<file path="config.mk">
export PLATFORM = sky130hd
export DESIGN_NAME = counter_run_ctrl_flat
export DESIGN_NICKNAME = d
export VERILOG_FILES = /design/src/rtl/counter_run_ctrl_if.sv /design/src/rtl/counter_run_ctrl.sv /design/src/flat_wrapper.sv
export SDC_FILE = /design/constraint.sdc
export NUM_CORES = 1
export LEC_CHECK = 0
export BUFFER_PORTS_ARGS = -buffer_cell sky130_fd_sc_hd__buf_2
export CORE_ASPECT_RATIO = 1.4
export CORE_MARGIN = 3
export CORE_UTILIZATION = 49
export DETAILED_ROUTE_END_ITERATION = 7
export GPL_TIMING_DRIVEN = 0
export PLACE_DENSITY = 0.68
export REMOVE_ABC_BUFFERS = 1
export SLEW_MARGIN = 5
export SYNTH_ARGS = -nofsm -noshare
export SYNTH_HDL_FRONTEND = slang
export SYNTH_SLANG_ARGS = --single-unit
export TNS_END_PERCENT = 1
</file>
<file path="constraint.sdc">
create_clock -name clk -period 3.8 [get_ports clk]
set_clock_uncertainty 0.15 [all_clocks]
set_input_delay 0.19 -clock clk [delete_from_list [all_inputs] [get_ports clk]]
set_output_delay 0.19 -clock clk [all_outputs]
set_load 0.01 [all_outputs]
</file>
<file path="src/rtl/counter_run_ctrl_if.sv">
// Command handshake between the board-level command source and the run controller.
// The source drives valid/op/data; the controller answers with ready.
interface counter_run_ctrl_if;
    logic       cmd_valid;
    logic       cmd_ready;
    logic [1:0] cmd_op;
    logic [3:0] cmd_data;

    modport master (
        output cmd_valid,
        output cmd_op,
        output cmd_data,
        input  cmd_ready
    );

    modport slave (
        input  cmd_valid,
        input  cmd_op,
        input  cmd_data,
        output cmd_ready
    );
endinterface

</file>
<file path="src/rtl/counter_run_ctrl.sv">
// Single-clock run controller for the 4-bit display counter: a prescaler produces
// one-cycle step ticks, and an IDLE/RUN/PAUSE/DONE sequencer obeys valid/ready commands.
module counter_run_ctrl #(
    parameter logic [25:0] PRESCALE    = 26'd49_999_999,
    parameter bit          AUTO_RELOAD = 1'b0
) (
    input  logic                 clk,
    input  logic                 rst,
    counter_run_ctrl_if.slave    cmd,
    input  logic                 dir_i,
    input  logic [3:0]           limit_i,
    output logic                 tick_o,
    output logic [3:0]           counter_o,
    output logic [1:0]           state_o,
    output logic                 done_o
);
    localparam logic [1:0] ST_IDLE  = 2'b00;
    localparam logic [1:0] ST_RUN   = 2'b01;
    localparam logic [1:0] ST_PAUSE = 2'b10;
    localparam logic [1:0] ST_DONE  = 2'b11;

    localparam logic [1:0] OP_START = 2'b00;
    localparam logic [1:0] OP_STOP  = 2'b01;
    localparam logic [1:0] OP_PAUSE = 2'b10;
    localparam logic [1:0] OP_LOAD  = 2'b11;

    logic [1:0]  state_q,     state_d;
    logic [3:0]  counter_q,   counter_d;
    logic [3:0]  start_val_q, start_val_d;
    logic [25:0] presc_q,     presc_d;
    logic        tick_q,      tick_d;
    logic        done_q,      done_d;

    logic step;
    logic accept;

    // Commands are refused on the step edge so a command and a step never collide.
    assign step          = (state_q == ST_RUN) && (presc_q == PRESCALE);
    assign cmd.cmd_ready = ~step;
    assign accept        = cmd.cmd_valid & ~step;

    // NOTE: every signal written here gets a default first, so no latch can be inferred.
    always_comb begin
        state_d     = state_q;
        counter_d   = counter_q;
        start_val_d = start_val_q;
        presc_d     = presc_q;
        tick_d      = 1'b0;
        done_d      = 1'b0;

        case (state_q)
            ST_RUN:   presc_d = step ? 26'd0 : presc_q + 26'd1;
            ST_PAUSE: presc_d = presc_q;
            default:  presc_d = 26'd0;
        endcase

        if (step) begin
            tick_d = 1'b1;
            if (counter_q == limit_i) begin
                done_d = 1'b1;
                if (AUTO_RELOAD) counter_d = start_val_q;
                else             state_d   = ST_DONE;
            end else begin
                counter_d = dir_i ? counter_q + 4'd1 : counter_q - 4'd1;
            end
        end

        if (accept) begin
            case (cmd.cmd_op)
                OP_START: begin
                    state_d   = ST_RUN;
                    counter_d = start_val_q;
                    presc_d   = 26'd0;
                end
                OP_STOP: begin
                    if (state_q != ST_IDLE) begin
                        state_d   = ST_IDLE;
                        counter_d = start_val_q;
                        presc_d   = 26'd0;
                    end
                end
                OP_PAUSE: begin
                    if (state_q == ST_RUN)        state_d = ST_PAUSE;
                    else if (state_q == ST_PAUSE) state_d = ST_RUN;
                end
                OP_LOAD: begin
                    start_val_d = cmd.cmd_data;
                    if (state_q == ST_IDLE) counter_d = cmd.cmd_data;
                end
                default: ;
            endcase
        end
    end

    // NOTE: sequential state uses non-blocking assignments so all registers update together.
    always_ff @(posedge clk) begin
        if (rst) begin
            state_q     <= ST_IDLE;
            counter_q   <= 4'd0;
            start_val_q <= 4'd0;
            presc_q     <= 26'd0;
            tick_q      <= 1'b0;
            done_q      <= 1'b0;
        end else begin
            state_q     <= state_d;
            counter_q   <= counter_d;
            start_val_q <= start_val_d;
            presc_q     <= presc_d;
            tick_q      <= tick_d;
            done_q      <= done_d;
        end
    end

    assign tick_o    = tick_q;
    assign counter_o = counter_q;
    assign state_o   = state_q;
    assign done_o    = done_q;
endmodule

</file>
<file path="src/flat_wrapper.sv">
// flat-port wrapper written by rule: the top's interface ports become plain ports
module counter_run_ctrl_flat 
#(
    parameter logic [25:0] PRESCALE    = 26'd49_999_999,
    parameter bit          AUTO_RELOAD = 1'b0
)
  (clk, rst, dir_i, limit_i, tick_o, counter_o, state_o, done_o, cmd_cmd_valid, cmd_cmd_op, cmd_cmd_data, cmd_cmd_ready);
  counter_run_ctrl_if cmd_i ();
  input  logic clk;
  input  logic rst;
  input  logic dir_i;
  input  logic [3:0] limit_i;
  output logic tick_o;
  output logic [3:0] counter_o;
  output logic [1:0] state_o;
  output logic done_o;
  input wire logic [$bits(cmd_i.cmd_valid)-1:0] cmd_cmd_valid;
  input wire logic [$bits(cmd_i.cmd_op)-1:0] cmd_cmd_op;
  input wire logic [$bits(cmd_i.cmd_data)-1:0] cmd_cmd_data;
  output wire logic [$bits(cmd_i.cmd_ready)-1:0] cmd_cmd_ready;
  assign cmd_i.cmd_valid = cmd_cmd_valid;
  assign cmd_i.cmd_op = cmd_cmd_op;
  assign cmd_i.cmd_data = cmd_cmd_data;
  assign cmd_cmd_ready = cmd_i.cmd_ready;
  counter_run_ctrl #(.PRESCALE(PRESCALE), .AUTO_RELOAD(AUTO_RELOAD)) u_core (.clk(clk), .rst(rst), .cmd(cmd_i), .dir_i(dir_i), .limit_i(limit_i), .tick_o(tick_o), .counter_o(counter_o), .state_o(state_o), .done_o(done_o));
endmodule
</file>
# Yosys cells after proc, flatten, opt, wreduce, memory -nomap -nowiden
# Index checks and enable logic that the tools add are counted.
[word_totals]
ff_bits = 38
inputBits = 14
out_inout_bits = 9
wordCells = 45
[classes]
n_addsub = 3
n_eq_ne = 7
mux = 21
bitwise_logic = 2
reduce_logical = 6
[ops]
columns = ["op", "count"]
rows = [
  ["one-hot mux 26 bit (2 select lines)", 2],
  ["two-way mux 26 bit", 3],
  ["adder 26 x 1 -> 26 bit, second input constant", 1],
  ["equality test 26 bit, second input constant", 1],
  ["two-way mux 4 bit", 6],
  ["two-way mux 2 bit", 6],
  ["one-hot mux 4 bit (3 select lines)", 1],
  ["equality test 2 bit, second input constant", 3],
  ["one-hot mux 2 bit (3 select lines)", 1],
  ["adder 4 x 1 -> 4 bit, second input constant", 1],
  ["equality test 2 x 1 -> 1 bit, second input constant", 2],
  ["equality test 4 bit", 1],
  ["logical NOT 2 bit", 2],
  ["subtractor 4 x 1 -> 4 bit, second input constant", 1],
  ["two-way mux 1 bit", 2],
  ["AND reduction 2 bit", 1],
  ["nonzero test 2 bit", 1],
  ["OR reduction 2 bit", 1],
  ["AND 1 bit", 1],
  ["logical AND 1 bit", 1],
  ["inverter 1 bit", 1],
]

# Depth between registers and ports, before layout
[logic_depth]
ltp_word = 7
ltp_mapped = 9
ltp_nobuf = 7

# Worst setup path before layout
# OpenSTA, ideal clock, no wires.
[synth_timing]
path_kind = "flip-flop to flip-flop"
start = "register u_core.state_q[1], in the netlist u_core.state_o[1]"
end = "register u_core.presc_q[12]"
setup_ns = 0.091
t_arrival_ns = 2.111
required_ns = 3.559
setup_slack_ns = 1.448
path_stages_with_launch = 10
n_path_buf = 2
period_less_slack_ns = 2.352
cell_sequence = "dfxtp_1 -> inv_1 -> ha_1 -> nor4bb_1 -> and4_1 -> a21oi_1 -> buf_2 -> buf_2 -> a21oi_1 -> a311oi_1"
[synth_between]
elab_chain_cells = 7
elab_cells_between_ends = 11
cone_classes = "eq/ne: 2; mux: 5; bitwise: 2; reduce/logical: 2"
[synth_lines]
columns = ["item", "line_no", "source"]
rows = [
  ["start: declaration", "counter_run_ctrl.sv:27", "logic [1:0] state_q, state_d;"],
  ["start signal: assignment", "counter_run_ctrl.sv:105", "state_q <= state_d;"],
  ["equality test 2 x 1 -> 1 bit", "counter_run_ctrl.sv:38, counter_run_ctrl.sv:51", ""],
  ["logical AND 1 bit", "counter_run_ctrl.sv:38", "assign step = (state_q == ST_RUN) && (presc_q == PRESCALE);"],
  ["two-way mux 26 bit", "counter_run_ctrl.sv:52", "ST_RUN: presc_d = step ? 26'd0 : presc_q + 26'd1;"],
  ["one-hot mux 26 bit (2 select lines)", "counter_run_ctrl.sv:51", "case (state_q)"],
  ["two-way mux 26 bit", "counter_run_ctrl.sv:76", "if (state_q != ST_IDLE) begin"],
  ["one-hot mux 26 bit (2 select lines)", "counter_run_ctrl.sv:69", "case (cmd.cmd_op)"],
  ["two-way mux 26 bit (*)", "counter_run_ctrl.sv:68", "if (accept) begin"],
  ["end signal: assignment", "counter_run_ctrl.sv:108", "presc_q <= presc_d;"],
  ["end: declaration", "counter_run_ctrl.sv:30", "logic [25:0] presc_q, presc_d;"],
]
# Every way passes the cells marked *; elsewhere a longest branch is shown, timed or not.
# A chain may end at the register's enable or synchronous reset.

# Worst setup path after layout
[layout_timing]
start = "register u_core.state_q[0], in the netlist u_core.state_o[0]"
end = "register u_core.presc_q[22]"
# Same word-level chain as after synthesis.

==> impl_results.md <==
- Postcts setup bufs: 0
- Hpwl dp: 3.86 mm
- Proportion of layout cells with a drive suffix above 1: 0.141
- Sequential area share after synthesis: 0.338
- Least-Margin Pin Slew: 1.08 ns
- Dpl cells: roughly 340
- CTS Buffer Depth: 2
- Largest net degree at the start of global routing: 27
- Status: finished, final reports clean
- Rows: 28
- Final setup violation count: 0
- Global-route usage over all layers: 0.208
- Vias in the first global route: 2,022
- Setup CP Type: flip-flop to flip-flop
- Gate power share: 0.095
- Die ar.: about 5400 sq um
- N_diodes: 0
- Sink Count: 38
- Hold path start: cmd_cmd_data[3]
- Hold Path End: u_core.start_val_q[3]
- Period utilization: 0.696
- Unique masters post-synth: 45
- H-tree depth: 2
- TritonCTS buffer count: 5
- WHS: approximately 0.0033 ns
- CP Data Arrival Time: roughly 2.6 ns
- Slew HR: 0.279
- Crit path required time: around 3.8 ns
- Gate count after technology mapping: between 200 and 300
- Residual DRC count: 0
- CP Launch Type: flip-flop
- Tmin final: 2.65 ns
- Reg2reg path depth: 6
- Via count: roughly 2,100
- Syn Area/Cell: ~8.4 sq um
- Crit-path max FO: 26
- Post-cts sizing count: 0
- Core ar.: approximately 4300 sq um
- Syn Std Cell Area: ~2200 sq um
- Capturing point of the worst reg2reg path: u_core.presc_q[22]
- First-pass DRT Iterations: 5
- CTS tree: built
- Sequential share of power: 0.541
- Ys flop type: dfxtp_1
- Peak VDD IR: roughly 0.00015 V
- Hold crit path type: input pin to flip-flop
- Clock power frac: 0.364
- Ys async rst share: 0
- Global-route wire length before repair: roughly 9.2 mm
- Reg clk slew, reported paths: approximately 0.07 ns
- Pwr Density: 300 nW/um^2
- Starting Density: 0.522
- Mean routed wirelength per cell: ~16 um
- Max-capacitance violation count: 0
- Buffers on Ports: 22
- CP endpoint kind: flip-flop
- RSZ-0062 raised after global routing: false
- Hold depth: 3
- P_sw: between 150 and 200 uW
- Count of pins over their slew limit: 0
- Worst-Skew Late Latency: approximately 0.29 ns
- EDFF count, synth: 0
- Die height: 86.2 um
- Int Power: about 570 uW
- Post-Layout Cell Count: roughly 340
- Vias per cell: around 6.2
- Switch share: 0.238
- Area delta synth->final: 11.2%
- Final #Nets: 307
- First DRT Iteration DRCs: 150
- Leakage: 0.000810 uW
- Total grt overflow: 0
- Finished Cell Area: around 2500 sq um
- Clock root cell: clkbuf_8
- Ys Warns: 0
- Number of antenna violations at the first check in global routing: 0
- Ports: 23
- Final hold viol count: 0
- GPL Wtd Cong: around 0.83
- Reg-to-Reg Start: u_core.state_o[0]
- Fmax: between 300 and 400 MHz
- Die W: 63.3 um
- R2R Setup Slk: approximately 1.2 ns
- Setup TNS: 0 ns
- Number of nets still failing antenna checks after routing: 0
- Placed cell area: 2400 sq um
- DRT Wirelength: between 5 and 6 mm
- FF+latch count, synth: 38
==> how the worst max path moves through the flow <==
| stage | startpoint | endpoint | slack, ns | depth (start not counted) |
|---|---|---|---|---|
| after global routing | u_core.state_o[0] | u_core.presc_q[22] | 0.82 | 6 |
| after global placement | u_core.state_o[1] | u_core.presc_q[18] | -0.35 | 7 |
| after floorplan | u_core.state_o[1] | u_core.presc_q[25] | 0.48 | 7 |
| after CTS | u_core.state_o[0] | u_core.presc_q[22] | 1.12 | 6 |
| after detailed placement | u_core.state_o[0] | u_core.presc_q[22] | 1.12 | 6 |
| final | u_core.state_o[0] | u_core.presc_q[22] | 1.15 | 6 |
==> Yosys cell counts, drive strengths merged (8+ instances only) <==
master	number	area [sq um]
nand4	11	68.8
a21oi	15	75.1
nand2	17	66.3
o21ai	11	62.6
nand3	12	65.1
inv	10	37.5
clkbuf	11	41.3
a311oi	19	166
dfxtp	38	761
nor2	19	71.3
a22oi	8	60.1
xnor2	9	78.8
==> layout make-up <==
class | instances | area [sq um]
multi-input cells | 204 | 1400
fillers | 429 | 1810
clock buffers | 6 | 82.6
flip-flops and latches | 38 | 761
well taps | 60 | 75.1
repair buffers | 25 | 145
inverters | 11 | 41.3
==> per-stage QoR <==
stage	util	worst slack (ns)	power, uW
3_3_place_gp	0.551	-0.346	483
6_report	0.580	1.15	750
5_1_grt	0.580	0.825	779
4_1_cts	0.580	1.12	755
2_1_floorplan	-	0.478	458
3_5_place_dp	0.557	1.12	485
==> metal layers <==
layer  vias to the layer above  global-route usage  share of wire
met5                         -                   0              0
met4                         0              0.0766          0.019
met3                        10              0.0367          0.036
met2                        48               0.374           0.52
met1                      1012               0.245           0.43
li1                       1069                   -              -
==> logic make-up (layout without fill, tap and decap cells) <==
family                     Yosys count  count (layout)  share of synthesized area
muxes                                7               7                     0.0317
xor gates and xnor gates            11              11                     0.0429
buffers and inverters               26              42                     0.0456
AOI/OAI and AO/OA                   78              78                      0.250
DFF                                 38              38                      0.338
and+or+nand+nor                    100             100                      0.244
adders and majority gates            8               8                     0.0479
==> flip-flops by register name, indices dropped and copies added, names as in the netlist <==
register	cells
u_core.presc_q	26
u_core.counter_o	4
u_core.start_val_q	4
u_core.state_o	2
u_core.done_o	1
u_core.tick_o	1
==> power groups by stage <==
stage | Clock (uW) | Sequential, uW | Combinational [uW]
after global placement | 0 | 415 | 68.1
final | 273 | 406 | 71.6
after detailed placement | 0 | 415 | 70.2
after CTS | 277 | 406 | 72.0
after global routing | 293 | 406 | 80.5
after floorplan | 0 | 415 | 42.8
==> critical path, stage by stage (launching register included) <==
cell and delay, ns:
dfxtp_1 0.41, inv_1 0.11, ha_1 0.24, a21oi_1 0.42, inv_1 0.13, o21ai_2 0.87, o22ai_1 0.14
==> what timing repair did <==
action                                  4_1_cts  5_1_grt
endpoints found under the hold margin         2        0
endpoints found under the setup margin        0        0
hold buffers                                  2        0
==> cells in the final DEF, fill, tap and decap left out, types with 7 or more instances in the layout <==
master,n
dfxtp_1,38
buf_2,22
nor2_1,19
a311oi_1,19
nand2_1,16
a21oi_1,14
nand4_1,11
nand3_1,11
inv_1,10
xnor2_1,9
o21ai_0,9
a22oi_1,8
ha_1,7
Note: power is estimated with default switching activity, not from simulation.
